<file path="src/rtl/axis_rr_arbiter_if.sv">
// rtl/axis_rr_arbiter_if.sv - bundled upstream/downstream stream signals for the round-robin arbiter
interface axis_rr_arbiter_if #(
  parameter int PAR_WDATA_BYTE = 2,
  parameter int PAR_NUM_PORTS  = 4
);
  localparam int PAR_ID_W = $clog2(PAR_NUM_PORTS);
  localparam int DW       = 8 * PAR_WDATA_BYTE;

  logic [PAR_NUM_PORTS*DW-1:0] s_axis_tdata;
  logic [PAR_NUM_PORTS-1:0]    s_axis_tvalid;
  logic [PAR_NUM_PORTS-1:0]    s_axis_tlast;
  logic [PAR_NUM_PORTS-1:0]    s_axis_tready;
  logic [DW-1:0]               m_axis_tdata;
  logic                        m_axis_tlast;
  logic [PAR_ID_W-1:0]         m_axis_tid;
  logic                        m_axis_tvalid;
  logic                        m_axis_tready;
  logic [PAR_NUM_PORTS-1:0]    grant;

  // arbiter side: sinks the upstream ports, sources the shared downstream channel
  modport slave (
    input  s_axis_tdata, s_axis_tvalid, s_axis_tlast, m_axis_tready,
    output s_axis_tready, m_axis_tdata, m_axis_tlast, m_axis_tid, m_axis_tvalid, grant
  );

  // environment side: drives requesters and the downstream ready
  modport master (
    output s_axis_tdata, s_axis_tvalid, s_axis_tlast, m_axis_tready,
    input  s_axis_tready, m_axis_tdata, m_axis_tlast, m_axis_tid, m_axis_tvalid, grant
  );
endinterface

</file>
<file path="src/rtl/axis_rr_arbiter.sv">
// rtl/axis_rr_arbiter.sv - packet-locked round-robin stream arbiter with registered 2-entry skid output
module axis_rr_arbiter #(
  parameter int PAR_WDATA_BYTE = 2,
  parameter int PAR_NUM_PORTS  = 4
) (
  input  logic               aclk,
  input  logic               aresetn,
  axis_rr_arbiter_if.slave   bus
);
  localparam int PAR_ID_W = $clog2(PAR_NUM_PORTS);
  localparam int DW       = 8 * PAR_WDATA_BYTE;

  localparam logic [0:0] ST_IDLE = 1'b0;
  localparam logic [0:0] ST_BUSY = 1'b1;

  logic [0:0]               state_q, state_d;
  logic [PAR_ID_W-1:0]      ptr_q, ptr_d;
  logic [PAR_ID_W-1:0]      owner_q, owner_d;
  logic [PAR_NUM_PORTS-1:0] grant_q, grant_d;

  // skid buffer: entry 0 is always the head presented downstream
  logic [DW-1:0]            dat0_q, dat0_d, dat1_q, dat1_d;
  logic                     lst0_q, lst0_d, lst1_q, lst1_d;
  logic [PAR_ID_W-1:0]      id0_q, id0_d, id1_q, id1_d;
  logic [1:0]               cnt_q, cnt_d;

  logic                     free;
  logic                     accept;
  logic                     pop;
  logic [DW-1:0]            in_data;
  logic                     in_last;
  logic                     in_valid;
  logic                     sel_found;
  logic [PAR_ID_W-1:0]      sel_idx;
  logic [PAR_ID_W:0]        cand_sum;
  logic [PAR_ID_W-1:0]      cand;

  // free is derived from the occupancy register only, so ready never depends on m_axis_tready
  assign free   = ~cnt_q[1];
  assign pop    = (cnt_q != 2'd0) && bus.m_axis_tready;
  assign accept = (state_q == ST_BUSY) && in_valid && free;

  assign bus.s_axis_tready = grant_q & {PAR_NUM_PORTS{free}};
  assign bus.grant         = grant_q;
  assign bus.m_axis_tvalid = (cnt_q != 2'd0);
  assign bus.m_axis_tdata  = dat0_q;
  assign bus.m_axis_tlast  = lst0_q;
  assign bus.m_axis_tid    = id0_q;

  // mux the current owner's beat onto a single lane
  always_comb begin
    in_data  = '0;
    in_last  = 1'b0;
    in_valid = 1'b0;
    for (int i = 0; i < PAR_NUM_PORTS; i++) begin
      if (owner_q == PAR_ID_W'(i)) begin
        in_data  = bus.s_axis_tdata[i*DW +: DW];
        in_last  = bus.s_axis_tlast[i];
        in_valid = bus.s_axis_tvalid[i];
      end
    end
  end

  // first requesting port searching upward from the rotation pointer, wrapping at PAR_NUM_PORTS
  always_comb begin
    sel_found = 1'b0;
    sel_idx   = '0;
    cand_sum  = '0;
    cand      = '0;
    for (int k = 0; k < PAR_NUM_PORTS; k++) begin
      cand_sum = {1'b0, ptr_q} + (PAR_ID_W+1)'(k);
      if (cand_sum >= (PAR_ID_W+1)'(PAR_NUM_PORTS)) begin
        cand_sum = cand_sum - (PAR_ID_W+1)'(PAR_NUM_PORTS);
      end
      cand = cand_sum[PAR_ID_W-1:0];
      if (!sel_found && bus.s_axis_tvalid[cand]) begin
        sel_found = 1'b1;
        sel_idx   = cand;
      end
    end
  end

  // arbitration FSM: grant in IDLE, hold the owner until its tlast beat is taken
  always_comb begin
    state_d = state_q;
    ptr_d   = ptr_q;
    owner_d = owner_q;
    grant_d = grant_q;
    if (state_q == ST_IDLE) begin
      if (sel_found) begin
        owner_d = sel_idx;
        grant_d = PAR_NUM_PORTS'(1) << sel_idx;
        state_d = ST_BUSY;
      end
    end else if (accept && in_last) begin
      ptr_d   = (owner_q == PAR_ID_W'(PAR_NUM_PORTS-1)) ? '0 : owner_q + PAR_ID_W'(1);
      grant_d = '0;
      state_d = ST_IDLE;
    end
  end

  // skid buffer next state: shift on pop, write the new beat into the first free slot after the shift
  always_comb begin
    dat0_d = dat0_q;
    lst0_d = lst0_q;
    id0_d  = id0_q;
    dat1_d = dat1_q;
    lst1_d = lst1_q;
    id1_d  = id1_q;
    if (pop) begin
      dat0_d = dat1_q;
      lst0_d = lst1_q;
      id0_d  = id1_q;
    end
    if (accept) begin
      if ((cnt_q == 2'd0) || ((cnt_q == 2'd1) && pop)) begin
        dat0_d = in_data;
        lst0_d = in_last;
        id0_d  = owner_q;
      end else begin
        dat1_d = in_data;
        lst1_d = in_last;
        id1_d  = owner_q;
      end
    end
    case ({accept, pop})
      2'b10:   cnt_d = cnt_q + 2'd1;
      2'b01:   cnt_d = cnt_q - 2'd1;
      default: cnt_d = cnt_q;
    endcase
  end

  // arbitration registers
  always_ff @(posedge aclk) begin
    if (!aresetn) begin
      state_q <= ST_IDLE;
      ptr_q   <= '0;
      owner_q <= '0;
      grant_q <= '0;
    end else begin
      state_q <= state_d;
      ptr_q   <= ptr_d;
      owner_q <= owner_d;
      grant_q <= grant_d;
    end
  end

  // skid buffer registers; reset drops any buffered beats
  always_ff @(posedge aclk) begin
    if (!aresetn) begin
      dat0_q <= '0;
      lst0_q <= 1'b0;
      id0_q  <= '0;
      dat1_q <= '0;
      lst1_q <= 1'b0;
      id1_q  <= '0;
      cnt_q  <= 2'd0;
    end else begin
      dat0_q <= dat0_d;
      lst0_q <= lst0_d;
      id0_q  <= id0_d;
      dat1_q <= dat1_d;
      lst1_q <= lst1_d;
      id1_q  <= id1_d;
      cnt_q  <= cnt_d;
    end
  end
endmodule

</file>
<file path="src/flat_wrapper.sv">
// flat-port wrapper written by rule: the top's interface ports become plain ports
module axis_rr_arbiter_flat 
#(
  parameter int PAR_WDATA_BYTE = 2,
  parameter int PAR_NUM_PORTS  = 4
)
  (aclk, aresetn, bus_s_axis_tdata, bus_s_axis_tvalid, bus_s_axis_tlast, bus_m_axis_tready, bus_s_axis_tready, bus_m_axis_tdata, bus_m_axis_tlast, bus_m_axis_tid, bus_m_axis_tvalid, bus_grant);
  axis_rr_arbiter_if #(.PAR_WDATA_BYTE(PAR_WDATA_BYTE), .PAR_NUM_PORTS(PAR_NUM_PORTS)) bus_i ();
  input  logic aclk;
  input  logic aresetn;
  input wire logic [$bits(bus_i.s_axis_tdata)-1:0] bus_s_axis_tdata;
  input wire logic [$bits(bus_i.s_axis_tvalid)-1:0] bus_s_axis_tvalid;
  input wire logic [$bits(bus_i.s_axis_tlast)-1:0] bus_s_axis_tlast;
  input wire logic [$bits(bus_i.m_axis_tready)-1:0] bus_m_axis_tready;
  output wire logic [$bits(bus_i.s_axis_tready)-1:0] bus_s_axis_tready;
  output wire logic [$bits(bus_i.m_axis_tdata)-1:0] bus_m_axis_tdata;
  output wire logic [$bits(bus_i.m_axis_tlast)-1:0] bus_m_axis_tlast;
  output wire logic [$bits(bus_i.m_axis_tid)-1:0] bus_m_axis_tid;
  output wire logic [$bits(bus_i.m_axis_tvalid)-1:0] bus_m_axis_tvalid;
  output wire logic [$bits(bus_i.grant)-1:0] bus_grant;
  assign bus_i.s_axis_tdata = bus_s_axis_tdata;
  assign bus_i.s_axis_tvalid = bus_s_axis_tvalid;
  assign bus_i.s_axis_tlast = bus_s_axis_tlast;
  assign bus_i.m_axis_tready = bus_m_axis_tready;
  assign bus_s_axis_tready = bus_i.s_axis_tready;
  assign bus_m_axis_tdata = bus_i.m_axis_tdata;
  assign bus_m_axis_tlast = bus_i.m_axis_tlast;
  assign bus_m_axis_tid = bus_i.m_axis_tid;
  assign bus_m_axis_tvalid = bus_i.m_axis_tvalid;
  assign bus_grant = bus_i.grant;
  axis_rr_arbiter #(.PAR_WDATA_BYTE(PAR_WDATA_BYTE), .PAR_NUM_PORTS(PAR_NUM_PORTS)) u_core (.aclk(aclk), .aresetn(aresetn), .bus(bus_i));
endmodule
</file>
<file path="config.mk">
export PLATFORM = sky130hd
export DESIGN_NAME = axis_rr_arbiter_flat
export DESIGN_NICKNAME = d
export VERILOG_FILES = /design/src/rtl/axis_rr_arbiter_if.sv /design/src/rtl/axis_rr_arbiter.sv /design/src/flat_wrapper.sv
export SDC_FILE = /design/constraint.sdc
export NUM_CORES = 1
export LEC_CHECK = 0
export ABC_CLOCK_PERIOD_IN_PS = 5100
export BUFFER_PORTS_ARGS = -buffer_cell sky130_fd_sc_hd__buf_2
export CORE_MARGIN = 2
export CORE_UTILIZATION = 55
export CTS_BUF_LIST = sky130_fd_sc_hd__clkbuf_2 sky130_fd_sc_hd__clkbuf_4 sky130_fd_sc_hd__clkbuf_8
export CTS_CLUSTER_SIZE = 40
export DETAILED_ROUTE_END_ITERATION = 8
export PLACE_DENSITY = 0.88
export SLEW_MARGIN = 40
export SYNTH_ARGS = -nofsm -noshare
export SYNTH_HDL_FRONTEND = slang
export SYNTH_SLANG_ARGS = --single-unit
</file>
<file path="constraint.sdc">
create_clock -name aclk -period 5.1 [get_ports aclk]
set_input_delay 0.51 -clock aclk [delete_from_list [all_inputs] [get_ports aclk]]
set_output_delay 0.51 -clock aclk [all_outputs]
set_load 0.03 [all_outputs]
</file>
After elaboration in Yosys (flattened, before gate mapping) --
Index checks and enable logic that the tools add are counted.
Storage, ports and cells: memory bits (writable) 0, output and inout port bits 28, bits in registers 49, bits in latches 0, input bits 75, memories 0, bits in read-only memories 0
Operators by class: add/sub/neg operators 10, bitwise logic cells 4, shifts and indexed selects 1, order comparisons 8, multiply operators 0, muxes and demuxes 49, div/mod/pow operators 0, reductions and logical operators 21, equal/unequal tests 7
Operators by type and width (number):
- $mux 16 | 7
- $mux 2 | 12
- $mux 1 | 22
- $lt 2x3->1 const B | 4
- $mux 4 | 3
- $sub 2x1->2 const B | 5
- $ge 3x3->1 const B | 3
- $bmux 1 s2 | 4
- $logic_and 1x1->1 | 8
- $reduce_and 2->1 | 4
- $add 2x2->3 const B | 2
- $eq 2x1->1 const B | 3
- $eq 2x2->1 const B | 3
- $reduce_bool 2->1 | 3
- $add 2x1->2 const B | 2
- $and 4x4->4 | 1
- $logic_not 2->1 | 2
- $pmux 2 s2 | 1
- $shl 1x2->4 const A | 1
- $add 2x1->3 const B | 1
- $ge 2x3->1 const B | 1
- $logic_not 1->1 | 3
- $not 1->1 | 3
- $ne 2x2->1 const B | 1
- $logic_or 1x1->1 | 1

Logic depth before layout (Yosys ltp) --
Gate-level depths: netlist (run 1).
depth after elaboration 17, gate-level depth with buffers 13

Worst setup path after synthesis (run 1) --
OpenSTA, ideal clock, no wires.
kind reg2reg, start register u_core.owner_q[0], end register u_core.cnt_q[1], required time 4985 ps, slack 2887 ps, clock period less this slack 2213 ps, setup time 115 ps, cell stages (with the launch flop) 13, data arrival time 2098 ps, cells stage by stage dfxtp_1 > inv_1 > ha_1 > nor2_2 > o211ai_1 > and2_1 > buf_6 > buf_6 > inv_2 > ha_1 > nand2_1 > o21ai_0 > and2_1
On the way: longest elaborated chain between the ends 9, elaborated cells between the ends (all ways) 14, those cells by class eq/ne (5); mux (5); reduce/logical (4)
RTL lines:
- start, declared | line axis_rr_arbiter.sv:18 | logic [PAR_ID_W-1:0] owner_q, owner_d;
- start signal, assigned | line axis_rr_arbiter.sv:143 | owner_q <= owner_d;
- $logic_not 2->1 | line axis_rr_arbiter.sv:56 | if (owner_q == PAR_ID_W'(i)) begin
- $mux 1 (3 in a row) | line axis_rr_arbiter.sv:56
- $mux 1 * | line axis_rr_arbiter.sv:56
- $logic_and 1x1->1 * (2 in a row) | line axis_rr_arbiter.sv:41 | assign accept = (state_q == ST_BUSY) && in_valid && free;
- $eq 2x1->1 or $eq 2x2->1 (tied branches) | line axis_rr_arbiter.sv:126 | case ({accept, pop})
- $pmux 2 s2 or $reduce_bool 2->1 (tied branches)
- end signal, assigned | line axis_rr_arbiter.sv:165 | cnt_q <= cnt_d;
- end, declared | line axis_rr_arbiter.sv:25 | logic [1:0] cnt_q, cnt_d;
Mark *: on every way between the ends. The rest lies on a longest branch, timed or not. A chain may end at the register's enable or synchronous reset.

Worst setup path after layout (run 1) --
Ends and elaborated chain as after synthesis.

==> results of run 1 <==
-- kinds of logic (layout without fill, tap and decap cells) --
logic type | after synthesis | in the layout | synth area share
XOR/XNOR | 2 | 2 | 0.00622
flip-flops | 49 | 49 | 0.348
buffers and inverters | 37 | 122 | 0.0763
AO/OA/AOI/OAI | 105 | 105 | 0.284
AND/OR/NAND/NOR | 89 | 89 | 0.158
adder cells (fa/ha/maj) | 7 | 7 | 0.0311
multiplexers | 25 | 25 | 0.0972
-- final cells by class --
class,instances,area share
multi-input cells,228,0.481
flip-flops and latches,49,0.290
repair buffers,104,0.156
well taps,70,0.0259
clock buffers,6,0.0244
clock inverters,2,0.0111
inverters,10,0.0111
-- cell usage after synthesis, drive strengths merged (4+ instances only) --
master / number
dfxtp: 49
nand2: 48
o21ai: 23
a21oi: 22
mux2: 19
a22oi: 17
a31o: 17
and3: 16
buf: 16
o221ai: 16
clkbuf: 11
inv: 10
ha: 7
mux2i: 6
nand3: 6
nor2b: 5
and2: 4
-- per-layer routing --
metal	vias up	part of all wire	global-route usage
met3	12	0.062	0.0542
met4	0	0.016	0.0799
met5	-	0	0
met1	1264	0.42	0.283
li1	1324	-	-
met2	107	0.50	0.439
-- power groups by stage --
stage / clock [mW] / sequential (mW) / combinational, mW
after CTS: 0.293 / 0.462 / 0.511
after floorplan: 0 / 0.516 / 0.360
final: 0.288 / 0.463 / 0.508
after global placement: 0 / 0.469 / 0.494
after detailed placement: 0 / 0.470 / 0.509
after global routing: 0.307 / 0.468 / 0.552
-- critical path, cell delays in order (launching register included) --
cell and delay [ns]:
dfxtp_1 0.39, inv_1 0.10, ha_1 0.26, nor2_2 0.61, o211ai_1 0.26, and2_1 0.49, inv_2 0.12, ha_1 0.26
nand2_1 0.08, o21ai_0 0.08, and2_1 0.16
-- worst min-delay path by stage --
stage                               start         endpoint  cells after the start
after global placement      u_core.lst1_q    u_core.lst1_q                      2
after floorplan             u_core.lst1_q    u_core.lst1_q                      2
after detailed placement  u_core.id1_q[1]  u_core.id1_q[1]                      2
after CTS                 u_core.id1_q[1]  u_core.id1_q[1]                      2
final                     u_core.id1_q[1]  u_core.id1_q[1]                      2
after global routing        u_core.lst1_q    u_core.lst1_q                      2
-- placed cells by master (no fill, tap or decap), types with 7 or more instances in the layout --
cell / count
o21ai_1: 7
inv_1: 8
nand2_1: 46
ha_1: 7
o21ai_2: 14
a22oi_1: 17
o221ai_1: 16
a31o_1: 17
mux2_2: 19
buf_2: 102
a21oi_1: 19
and3_1: 16
dfxtp_1: 49
-- state kept, by name, summed over array words and instances, names as in the netlist --
| signal | cells |
|---|---|
| u_core.bus.m_axis_tdata | 16 |
| u_core.dat1_q | 16 |
| u_core.bus.grant | 4 |
| u_core.bus.m_axis_tid | 2 |
| u_core.cnt_q | 2 |
| u_core.id1_q | 2 |
| u_core.owner_q | 2 |
| u_core.ptr_q | 2 |
| u_core.bus.m_axis_tlast | 1 |
| u_core.lst1_q | 1 |
| u_core.state_q | 1 |
-- per-stage QoR --
step	hold slack [ns]	power [mW]	instance area, um^2	util
after detailed placement	0.452	0.979	3260	0.650
final	0.465	1.26	3380	0.674
after floorplan	0.434	0.877	2820	-
after global routing	0.500	1.33	3380	0.674
after CTS	0.465	1.27	3380	0.674
after global placement	0.444	0.963	3260	0.650
==> impl_results.md, run 1 <==
- Clock root cell: clkbuf_8
- Filler cells: 431
- Ys Warns: 0
- Slew Viols, Final: 0
- Clock Skews: 0.00757 ns
- Worst setup endpoint: u_core.cnt_q[1]
- Critical path class: register to register
- Synthesized net count: 396
- Post-Layout Cell Count: 469
- Setup WS pre-CTS: 2.16 ns
- Initial DRC Count: 219
- Clk sink count: 49
- Total wire length: 7180 um
- Reg2Reg Setup Slack: 2.19 ns
- Nets@finish: 480
- Placer Congestion: 0.837
- Least-Margin Pin Slew: 0.817 ns
- Vias in the first global route: 2390
- Skew-Pair Late Insertion Delay: 0.31 ns
- Setup ws final: 2.19 ns
- Area share of the largest cell type after synthesis: 0.348
- TritonCTS clock tree: yes
- CP Launch Type: register
- Num ports: 103
- Detailed-route via count: 2707
- Ratio of cells with drive above 1 in the final layout: 0.393
- Worst hold path type: register to register
- Area Growth Syn to Fin: 19.8%
- Final Cycle Share: 0.571
- Clock share of power: 0.229
- # hold bufs at CTS: 0
- FF-to-FF End: u_core.cnt_q[1]
- Postcts setup bufs: 0
- Distinct cells, synth: 42
- #FFs+latches synth: 49
- Num rows: 26
- Multi-input gate area: 0.00163 mm^2
- Total Routing Usage GR: 0.243
- 1st-pass router iterations: 5
- Source of the critical timing path: u_core.owner_q[0]
- Pint: 0.773 mW
- Max_cap viols: 0
- Number of flops mapped to enable cells by yosys: 0
- Grt ovf: 0
- Critical path peak fanout: 19
- Vias per cell: 5.77
- PortBufs: 102
- Relative slew slack: 0.455
- Htree depth: 2
- Reg2reg start: u_core.owner_q[0]
- Syn Area/Cell: 8.98 um^2
- Synth Flop Type: dfxtp_1
- CP required: 5.31 ns
- Asr flop ratio synth: 0
- ANT cells: 0
- Die area: 0.00571 mm^2
- WL per Instance: 15.3 um
- Worst Setup End Kind: register
- Initial antenna violation count: 0
- PD cells: 373 mW/mm^2
- R2R cell count: 10
- First-pass GRT wire length: 10600 um
- Worst VDD drop: 0.231 mV
- Sequential cell area: 981 um^2
- Sw Ratio: 0.386
- Num CTS Buffers: 5
- LEAKAGE: 1.57 nW
- Clock-pin transition on the worst setup and hold timing paths: 0.09 ns
- Synth area leader: dfxtp_1
- Setup TNS: 0 ns
- Post-cts resize count: 0
- Cell area after synthesis: 0.00282 mm^2
- Die Ht: 75.6 um
- Psw: 0.486 mW
- Post-Synthesis Cells: 314
- RSZ-0062 raised after global routing: false
- Period minus WS final: 2.91 ns
- Synth area leaders: dfxtp_1, mux2_2, nand2_1
- Final Setup Violations: 0
- Seq pwr share: 0.367
- Comb pwr share: 0.404
- Largest net degree at the start of global routing: 69
- Outcome: finished, final reports clean
- Final HPWL DP: 4970 um
- Antenna viol nets, final: 0
- Die X: 75.6 um
- Final Hold Vio Count: 0
- Critical Path AT: 3.12 ns
- Clock Tree Buf Depth: 2
- Core area: 0.00501 mm^2
- Placed Instances: 461
- Seq/Total Area, Yosys: 0.348
- Initial Utilization: 0.563
- Max Fclk: 343 MHz
- DR DRC count: 0
No activity file was read; power rests on OpenSTA's default activity.
==> run 2, diff against run 1 <==
--- a/config.mk
+++ b/config.mk
@@ -5,14 +5,15 @@
 export SDC_FILE = /design/constraint.sdc
 export NUM_CORES = 1
 export LEC_CHECK = 0
-export ABC_CLOCK_PERIOD_IN_PS = 5100
+export ABC_AREA = 1
+export ABC_CLOCK_PERIOD_IN_PS = 2430
 export BUFFER_PORTS_ARGS = -buffer_cell sky130_fd_sc_hd__buf_2
 export CORE_MARGIN = 2
-export CORE_UTILIZATION = 55
+export CORE_UTILIZATION = 48
 export CTS_BUF_LIST = sky130_fd_sc_hd__clkbuf_2 sky130_fd_sc_hd__clkbuf_4 sky130_fd_sc_hd__clkbuf_8
 export CTS_CLUSTER_SIZE = 40
 export DETAILED_ROUTE_END_ITERATION = 8
-export PLACE_DENSITY = 0.88
+export PLACE_DENSITY = 0.79
 export SLEW_MARGIN = 40
 export SYNTH_ARGS = -nofsm -noshare
 export SYNTH_HDL_FRONTEND = slang
==> constraint.sdc (replaced) <==
create_clock -name aclk -period 2.43 [get_ports aclk]
set_input_delay 0.243 -clock aclk [delete_from_list [all_inputs] [get_ports aclk]]
set_output_delay 0.243 -clock aclk [all_outputs]
set_load 0.03 [all_outputs]
==> impl_results.md, run 2 <==
- Outcome: finished, final reports clean (unchanged)
- PortBufs: 102 (unchanged)
- Critical path peak fanout: 18 (was 19)
- Clock-pin transition on the worst setup and hold timing paths: 0.09 ns (about the same)
- Ratio of cells with drive above 1 in the final layout: 0.299 (was 0.393)
- 1st-pass router iterations: 5 (unchanged)
- Critical Path AT: 2.36 ns (was 3.12 ns)
- #FFs+latches synth: 49 (unchanged)
- Clk sink count: 49 (unchanged)
- Core area: 0.00635 mm^2 (was 0.00501 mm^2)
- Num rows: 29 (was 26)
- Initial DRC Count: 197 (was 219)
- Max_cap viols: 0 (unchanged)
- LEAKAGE: 1.75 nW (was 1.57 nW)
- Final HPWL DP: 6060 um (was 4970 um)
- Area share of the largest cell type after synthesis: 0.312 (was 0.348)
- Post-cts resize count: 0 (unchanged)
- Placer Congestion: 0.813 (was 0.837)
- Synth Flop Type: dfxtp_1 (unchanged)
- # hold bufs at CTS: 0 (unchanged)
- First-pass GRT wire length: 13200 um (was 10600 um)
- Synth area leader: dfxtp_1 (unchanged)
- RSZ-0062 raised after global routing: false (unchanged)
- Vias in the first global route: 2971 (was 2390)
- Worst hold path type: input port to register (was register to register)
- Total wire length: 7920 um (was 7180 um)
- Num ports: 103 (unchanged)
- Asr flop ratio synth: 0 (unchanged)
- ANT cells: 0 (unchanged)
- CP required: 2.63 ns (was 5.31 ns)
- Antenna viol nets, final: 0 (unchanged)
- Syn Area/Cell: 6.79 um^2 (was 8.98 um^2)
- Leading cell types by count after synthesis: nand2_1, inv_1, o21ai_0 (was dfxtp_1, nand2_1, a21oi_1, mux2_2)
- Clock root cell: clkbuf_8 (unchanged)
- Total Routing Usage GR: 0.219 (was 0.243)
- Clock Tree Buf Depth: 2 (unchanged)
- Die area: 0.00722 mm^2 (was 0.00571 mm^2)
- Filler cells: 615 (was 431)
- Vias per cell: 5.06 (was 5.77)
- Die Ht: 85.0 um (was 75.6 um)
- Postcts setup bufs: 0 (unchanged)
- Grt ovf: 0 (unchanged)
- Most frequent cells in the layout: nand2_1, buf_2, inv_1 (was buf_2, dfxtp_1, nand2_1)
- Distinct cells, synth: 28 (was 42)
- Synth area leaders: dfxtp_1, nand2_1, a211oi_2 (was dfxtp_1, mux2_2, nand2_1)
- Area Growth Syn to Fin: 19.7% (was 19.8%)
- WL per Instance: 12.5 um (was 15.3 um)
- PD cells: 967 mW/mm^2 (was 373 mW/mm^2)
- Seq/Total Area, Yosys: 0.312 (was 0.348)
- Htree depth: 2 (unchanged)
- Num CTS Buffers: 5 (unchanged)
- Commonest non-fill, non-tap cell in the layout: nand2_1 (was buf_2)
- Number of flops mapped to enable cells by yosys: 0 (unchanged)
- Largest net degree at the start of global routing: 39 (was 69)
- Final Hold Vio Count: 0 (unchanged)
- Nets@finish: 637 (was 480)
- Detailed-route via count: 3204 (was 2707)
- Setup TNS: 0 ns (unchanged)
- Cell area after synthesis: 0.00315 mm^2 (was 0.00282 mm^2)
- TritonCTS clock tree: yes (unchanged)
- Top-count cell post-synth: nand2_1 (was dfxtp_1)
- Clock Skews: 0.0132 ns (was 0.00757 ns)
- Synthesized net count: 545 (was 396)
- Post-Synthesis Cells: 463 (was 314)
- Critical path class: register to register (unchanged)
- Skew-Pair Late Insertion Delay: 0.32 ns (was 0.31 ns)
- Die X: 85.0 um (was 75.6 um)
- Initial Utilization: 0.495 (was 0.563)
- CP Launch Type: register (unchanged)
- Worst Setup End Kind: register (unchanged)
- Fin area: 0.00377 mm^2 (was 0.00338 mm^2)
- Slew Viols, Final: 0 (unchanged)
- Max Fclk: 462 MHz (was 343 MHz)
- Final Setup Violations: 0 (unchanged)
- Least-Margin Pin Slew: 0.482 ns (was 0.817 ns)
- Area after DPL: 0.00368 mm^2 (was 0.00326 mm^2)
- Relative slew slack: 0.675 (was 0.455)
- Final Cycle Share: 0.891 (was 0.571)
- Ys Warns: 0 (unchanged)
- DR DRC count: 0 (unchanged)
- Initial antenna violation count: 0 (unchanged)
- Period minus WS final: 2.17 ns (was 2.91 ns)
- Worst VDD drop: 0.483 mV (was 0.231 mV)
[run 2: cell types whose count changed after synthesis, sizes merged, moves of 7 or more]
cell | previous run | this run
o21ai | 23 | 60
nand2 | 48 | 115
mux2 | 19 | 0
a22oi | 17 | 0
nand3 | 6 | 13
o221ai | 16 | 0
and3 | 16 | 0
a21oi | 22 | 34
inv | 10 | 67
nor2 | 3 | 48
a211oi | 0 | 37
a31o | 17 | 0
[run 2: final timing paths]
check	startpoint	end	slack, ns	cells past startpoint
setup / recovery	u_core.owner_q[1]	u_core.ptr_q[0]	0.26	9
hold / removal	aresetn	u_core.cnt_q[0]	0.24	3
setup reg to reg	u_core.owner_q[1]	u_core.ptr_q[0]	0.26	9
hold reg to reg	u_core.id1_q[0]	u_core.id1_q[0]	0.45	2
[run 2: layout make-up]
cell class	instances	area (um^2)	share of cell area
Clock buffer	5	68.8	0.0183
Clock inverter	3	21.3	0.00565
Inverter	68	255	0.0678
Multi-Input combinational cell	319	1750	0.463
Sequential cell	49	981	0.260
Tap cell	77	96.3	0.0256
Timing Repair Buffer	112	598	0.159
[run 2: metrics by stage]
stage	total power [mW]	hold WS (ns)	cells	utilization	setup slack (ns)
after floorplan	2.65	0.381	463	-	0.602
after global placement	3.10	0.438	625	0.579	0.393
after detailed placement	3.15	0.439	625	0.579	0.299
after CTS	3.65	0.234	633	0.593	0.268
after global routing	3.93	0.246	633	0.593	0.0677
final	3.64	0.238	633	0.593	0.264
[run 2: critical path: stages (launching register included)]
cell and delay [ns]:
dfxtp_1 0.44, inv_1 0.10, ha_1 0.22, buf_4 0.21, o21ai_0 0.18, nand2_1 0.07, a21oi_1 0.29, nand2_1 0.27
o21ai_0 0.23, a21oi_1 0.05
[run 2: cells by family after synthesis]
group / after synthesis / synth area share
buffers and inverters: 95 / 0.133
XOR/XNOR: 1 / 0.00278
AO/OA/AOI/OAI: 133 / 0.281
flip-flops: 49 / 0.312
adder cells (fa/ha/maj): 7 / 0.0278
AND/OR/NAND/NOR: 178 / 0.243
[run 2: where the power goes]
group	leakage (nW)	internal, mW	total (mW)	switching [mW]
sequential	0.399	0.984	1.10	0.120
clock	0.0445	0.205	0.498	0.294
combinational	1.31	0.671	2.04	1.37
[run 2: metal layers]
layer	wire length [um]	share of wire	global-route usage	vias to the layer above
li1	-	-	-	1679
met5	0	0	0	-
met4	68	0.0086	0.0505	0
met3	542	0.068	0.0428	6
met2	3610	0.46	0.359	102
met1	3690	0.47	0.299	1417
